==> config.mk <==
export PLATFORM = sky130hd
export DESIGN_NAME = fetch_pc_gen_flat
export DESIGN_NICKNAME = d
export VERILOG_FILES = /design/src/rtl/fetch_pc_gen_if.sv /design/src/rtl/fetch_pc_gen.sv /design/src/flat_wrapper.sv
export SDC_FILE = /design/constraint.sdc
export NUM_CORES = 1
export LEC_CHECK = 0
export CAP_MARGIN = 15
export CORE_AREA = 8 8 79 81
export DETAILED_ROUTE_END_ITERATION = 10
export DIE_AREA = 0 0 87 89
export PLACE_DENSITY = 0.78
export SLEW_MARGIN = 10
export SYNTH_ARGS = -nofsm -noshare
export SYNTH_HDL_FRONTEND = slang
export SYNTH_SLANG_ARGS = --single-unit
==> constraint.sdc <==
create_clock -name i_clk -period 3.2 [get_ports i_clk]
set_clock_uncertainty 0.15 [all_clocks]
set_input_delay 0.64 -clock i_clk [delete_from_list [all_inputs] [get_ports i_clk]]
set_output_delay 0.64 -clock i_clk [all_outputs]
set_load 0.05 [all_outputs]
==> src/rtl/fetch_pc_gen_if.sv <==
// Fetch-PC generator to address-FIFO bundle: the redirect, pop and stall controls coming in,
// and the push strobe, address, flush and credit count going out.
interface fetch_pc_gen_if #(
    parameter int FIFO_DEPTH = 16
);
    localparam int CW = $clog2(FIFO_DEPTH + 1);

    logic          i_redirect_valid;
    logic [31:0]   i_redirect_pc;
    logic          i_pop;
    logic          i_stall;
    logic          o_npc_valid;
    logic [31:0]   o_npc;
    logic          o_flush;
    logic [CW-1:0] o_credits;

    modport master (
        input  i_redirect_valid, i_redirect_pc, i_pop, i_stall,
        output o_npc_valid, o_npc, o_flush, o_credits
    );

    modport slave (
        output i_redirect_valid, i_redirect_pc, i_pop, i_stall,
        input  o_npc_valid, o_npc, o_flush, o_credits
    );
endinterface

==> src/rtl/fetch_pc_gen.sv <==
// Sequential fetch-PC producer for the instruction-address FIFO: credit-based push,
// redirect flush/restart, and a parked state after a misaligned PC is issued.
module fetch_pc_gen #(
    parameter logic [31:0] RESET_PC   = 32'hBFC0_0000,
    parameter int          FIFO_DEPTH = 16,
    parameter int          PC_STEP    = 4
) (
    input  logic                  i_clk,
    input  logic                  i_rst_n,
    fetch_pc_gen_if.master        bus
);
    localparam int CW = $clog2(FIFO_DEPTH + 1);
    localparam logic [CW-1:0] FULL = CW'(FIFO_DEPTH);

    typedef enum logic [1:0] {RUN, FLUSH, HALT} state_t;

    state_t        r_state, w_state_nxt;
    logic [31:0]   r_pc;
    logic [CW-1:0] r_credits;
    logic          w_push;
    logic          w_flush;

    always_ff @(posedge i_clk) begin
        if (!i_rst_n) r_state <= RUN;
        else          r_state <= w_state_nxt;
    end

    always_comb begin
        w_state_nxt = r_state;
        if (bus.i_redirect_valid) begin
            w_state_nxt = FLUSH;
        end else begin
            case (r_state)
                RUN:     if (w_push && r_pc[1:0] != 2'b00) w_state_nxt = HALT;
                FLUSH:   w_state_nxt = RUN;
                HALT:    w_state_nxt = HALT;
                default: w_state_nxt = RUN;
            endcase
        end
    end

    // Both strobes are gated by reset so nothing reaches the FIFO while it is held in reset.
    always_comb begin
        w_push  = i_rst_n && (r_state == RUN) && (r_credits != '0)
                  && !bus.i_stall && !bus.i_redirect_valid;
        w_flush = i_rst_n && (r_state == FLUSH);
    end

    always_ff @(posedge i_clk) begin
        if (!i_rst_n) begin
            r_pc      <= RESET_PC;
            r_credits <= FULL;
        end else begin
            if (bus.i_redirect_valid) r_pc <= bus.i_redirect_pc;
            else if (w_push)          r_pc <= r_pc + 32'(PC_STEP);

            // The flush empties the FIFO, so any pop seen during it is irrelevant.
            if (r_state == FLUSH)                       r_credits <= FULL;
            else if (w_push && !bus.i_pop)              r_credits <= r_credits - 1'b1;
            else if (!w_push && bus.i_pop && r_credits != FULL)
                                                        r_credits <= r_credits + 1'b1;
        end
    end

    assign bus.o_npc_valid = w_push;
    assign bus.o_npc       = r_pc;
    assign bus.o_flush     = w_flush;
    assign bus.o_credits   = r_credits;
endmodule
==> src/flat_wrapper.sv <==
// flat-port wrapper written by rule: the top's interface ports become plain ports
module fetch_pc_gen_flat 
#(
    parameter logic [31:0] RESET_PC   = 32'hBFC0_0000,
    parameter int          FIFO_DEPTH = 16,
    parameter int          PC_STEP    = 4
)
  (i_clk, i_rst_n, bus_i_redirect_valid, bus_i_redirect_pc, bus_i_pop, bus_i_stall, bus_o_npc_valid, bus_o_npc, bus_o_flush, bus_o_credits);
  fetch_pc_gen_if #(.FIFO_DEPTH(FIFO_DEPTH)) bus_i ();
  input  logic i_clk;
  input  logic i_rst_n;
  input wire logic [$bits(bus_i.i_redirect_valid)-1:0] bus_i_redirect_valid;
  input wire logic [$bits(bus_i.i_redirect_pc)-1:0] bus_i_redirect_pc;
  input wire logic [$bits(bus_i.i_pop)-1:0] bus_i_pop;
  input wire logic [$bits(bus_i.i_stall)-1:0] bus_i_stall;
  output wire logic [$bits(bus_i.o_npc_valid)-1:0] bus_o_npc_valid;
  output wire logic [$bits(bus_i.o_npc)-1:0] bus_o_npc;
  output wire logic [$bits(bus_i.o_flush)-1:0] bus_o_flush;
  output wire logic [$bits(bus_i.o_credits)-1:0] bus_o_credits;
  assign bus_i.i_redirect_valid = bus_i_redirect_valid;
  assign bus_i.i_redirect_pc = bus_i_redirect_pc;
  assign bus_i.i_pop = bus_i_pop;
  assign bus_i.i_stall = bus_i_stall;
  assign bus_o_npc_valid = bus_i.o_npc_valid;
  assign bus_o_npc = bus_i.o_npc;
  assign bus_o_flush = bus_i.o_flush;
  assign bus_o_credits = bus_i.o_credits;
  fetch_pc_gen #(.RESET_PC(RESET_PC), .FIFO_DEPTH(FIFO_DEPTH), .PC_STEP(PC_STEP)) u_core (.i_clk(i_clk), .i_rst_n(i_rst_n), .bus(bus_i));
endmodule
==> results_dict.tcl, run 1 <==
set metrics [dict create \
    outcome "complete, no violations" \
    diodes 0 \
    r2r_end "u_core.bus.o_credits[4]" \
    drc 0 \
    reg2regPathDepth 9 \
    worstMarginPinSlew_ns 0.639 \
    clk_latency_ns 0.29 \
    fp.dieW_um 87 \
    synth-seq-area-share_pct 35.6 \
    nNetsFinal 392 \
    cts-root-buf "clkbuf_8" \
    num_rows 26 \
    cp-endpoint "u_core.bus.o_credits[4]" \
    max-cap-violations 0 \
    reg2reg_from "u_core.r_state[1]" \
    grt_pass1_wl_um 10000 \
    die_y_um 89 \
    use_met2_pct 27.5 \
    synth_nets 304 \
    synth-async-reset-ratio_pct 0 \
    cp-startpoint "i_rst_n" \
    p_leak_nw 1.19 \
    io_buffers 75 \
    synth_cell_types 48 \
    dieArea_um2 7740 \
    grt_busiest_layer "met2" \
    grtUsageMet1_pct 18.9 \
    cts_buffers 5 \
    finalWeightedCongestion 0.811 \
    vias 2191 \
    path_max_fanout 2 \
    drive_above_1_share_pct 12.0 \
    dr.pass1.iters 4 \
    cts_setup_buffers 0 \
    grt_pass1_vias 2131 \
    critical_path_class "input port to flop" \
    stdcell_count 420 \
    cp_data_required_time_ns 3.22 \
    drv_slew 0 \
    synth_edf_count 0 \
    synth_flop_cell "dfxtp_1" \
    period_share_pct 97.3 \
    ir_drop_mv 0.191 \
    clock_sinks 39 \
    setup.worst_path.end_class "flop" \
    area_delta_synth_final_pct 47.2 \
    hold_viol_final 0 \
    finalSetupViolations 0 \
    wl_per_cell_um 14.9 \
    synthCells 262 \
    finalCriticalPeriod_ns 3.11 \
    initial_core_util_pct 44.1 \
    min_path_type "flop to flop" \
    post-place-cells 413 \
    worst_ep_arrival_time_ns 3.14 \
    rsz0062_at_grt "true" \
    drtIter0Drc 132 \
    cts_buffer_depth 2 \
    hold_path.startpoint "u_core.bus.o_npc[3]" \
    dp_hpwl_um 4670 \
    clk_pin_slew_ns 0.07 \
    power.total_mw 1.25 \
    overflow 0 \
    layout_commonest_cell "clkdlybuf4s50_1" \
    synth_warnings 0 \
    final_cell_mix "clkdlybuf4s50_1, dfxtp_1, a21oi_1" \
    grt_usage_pct 16.3 \
    syn_area_um2 2200 \
    syn_avg_cell_area_um2 8.38 \
    setup_tns_ns 0 \
    ios 76 \
    cts_tree "built" \
    relSlewSlack_pct 56.9 \
    vias_per_cell 5.22 \
    powerDensity_nw_per_um2 386 \
    holdWs_ns 0.364 \
    startpoint_type "input port" \
    max_freq_mhz 321 \
    coreArea_um2 4980 \
    gr-usage-met3_pct 6.07 \
    ant_nets 0 \
    ys_ff_latch 39 \
    wirelength_um 6280 \
    grt_max_degree 37 \
    r2r_slack_ns 0.47 \
    antenna_found_initial 0 \
    htreeDepth 2 \
]
==> where the power goes <==
group / total, mW / internal, mW / leakage, nW / switching [mW]
Combinational: 0.350 / 0.151 / 0.817 / 0.199
Clock: 0.343 / 0.169 / 0.0470 / 0.174
Sequential: 0.553 / 0.516 / 0.323 / 0.0371
==> logic make-up (layout without fill, tap and decap cells) <==
family	count (synthesis)	after routing	share of synthesized area, %
AND/OR/NAND/NOR	93	93	23.2
XOR/XNOR	30	30	12.0
flip-flops	39	39	35.6
buffers and inverters	23	111	4.33
AO/OA/AOI/OAI	67	67	19.5
multiplexers	5	5	2.28
adder cells (fa/ha/maj)	5	5	3.19
==> Yosys cell counts, drive strengths merged (2+ instances only) <==
cell type,count,share of area [%]
a21o,2,0.74
a21oi,26,6.1
a22o,4,1.6
and3,6,1.8
and4,3,1.2
buf,2,0.74
clkbuf,11,1.9
dfxtp,39,36
ha,4,2.3
inv,9,1.5
mux2i,5,2.3
nand2,21,3.6
nand3,10,2.3
nand4,6,1.7
nor2,14,2.4
nor2b,4,1.1
nor3,10,2.3
nor4,7,2.0
nor4b,2,1.4
o211ai,5,1.7
o21ai,22,5.2
or2,3,0.85
or4b,2,0.91
xnor2,19,7.6
xor2,11,4.4
==> how the worst min path moves through the flow <==
stage                           to  slack (ns)  cells after the start
2_1_floorplan    u_core.r_state[1]        0.31                      1
3_3_place_gp   u_core.bus.o_npc[3]        0.34                      2
3_5_place_dp   u_core.bus.o_npc[3]        0.35                      2
4_1_cts        u_core.bus.o_npc[3]        0.37                      2
5_1_grt        u_core.bus.o_npc[3]        0.41                      2
6_report       u_core.bus.o_npc[3]        0.36                      2
==> flip-flops by register name (all words and copies together), names as in the netlist <==
name,flops
u_core.bus.o_credits,5
u_core.bus.o_npc,32
u_core.r_state,2
==> critical path: stages <==
cell,delay (ns)
clkdlybuf4s50_1,0.49
or4b_1,0.49
nor3_2,0.20
o21ai_2,0.10
fa_1,0.41
nand2b_1,0.17
a21o_1,0.17
nand3_1,0.08
a21oi_1,0.06
a311o_1,0.33
==> timing repair <==
| action | 4_1_cts | 5_1_grt |
|---|---|---|
| setup endpoints to repair | 0 | 3 |
| resized for setup | 0 | 3 |
| hold buffers | 0 | 0 |
| hold endpoints to repair | 0 | 0 |
==> through the flow <==
| step | utilization [%] | area (um^2) | worst slack (ns) |
|---|---|---|---|
| 2_1_floorplan | - | 2200 | 0.207 |
| 3_3_place_gp | 62.8 | 3130 | -0.179 |
| 4_1_cts | 64.6 | 3210 | 0.0222 |
| 6_report | 64.9 | 3230 | 0.0851 |
| 5_1_grt | 64.9 | 3230 | -0.0194 |
| 3_5_place_dp | 62.8 | 3130 | -0.259 |
==> final cells by class <==
cell class | count | area [um^2]
repair buffers | 94 | 905
flip-flops and latches | 39 | 781
well taps | 70 | 87.6
inverters | 10 | 37.5
clock buffers | 6 | 82.6
fillers | 423 | 1750
multi-input cells | 200 | 1330
clock inverters | 1 | 5.00
==> routing by layer <==
metal	up-vias	share of wire, %
li1	1117	-
met1	994	46
met2	72	45
met3	8	7.7
met4	0	1.0
met5	-	0
Power figures use the tool's default switching activity.
==> run 2, diff against run 1 <==
- ABC_AREA: default -> 0
==> results of run 2 <==
Same layout as run 1: the final DEF is identical, and so are final timing and power.
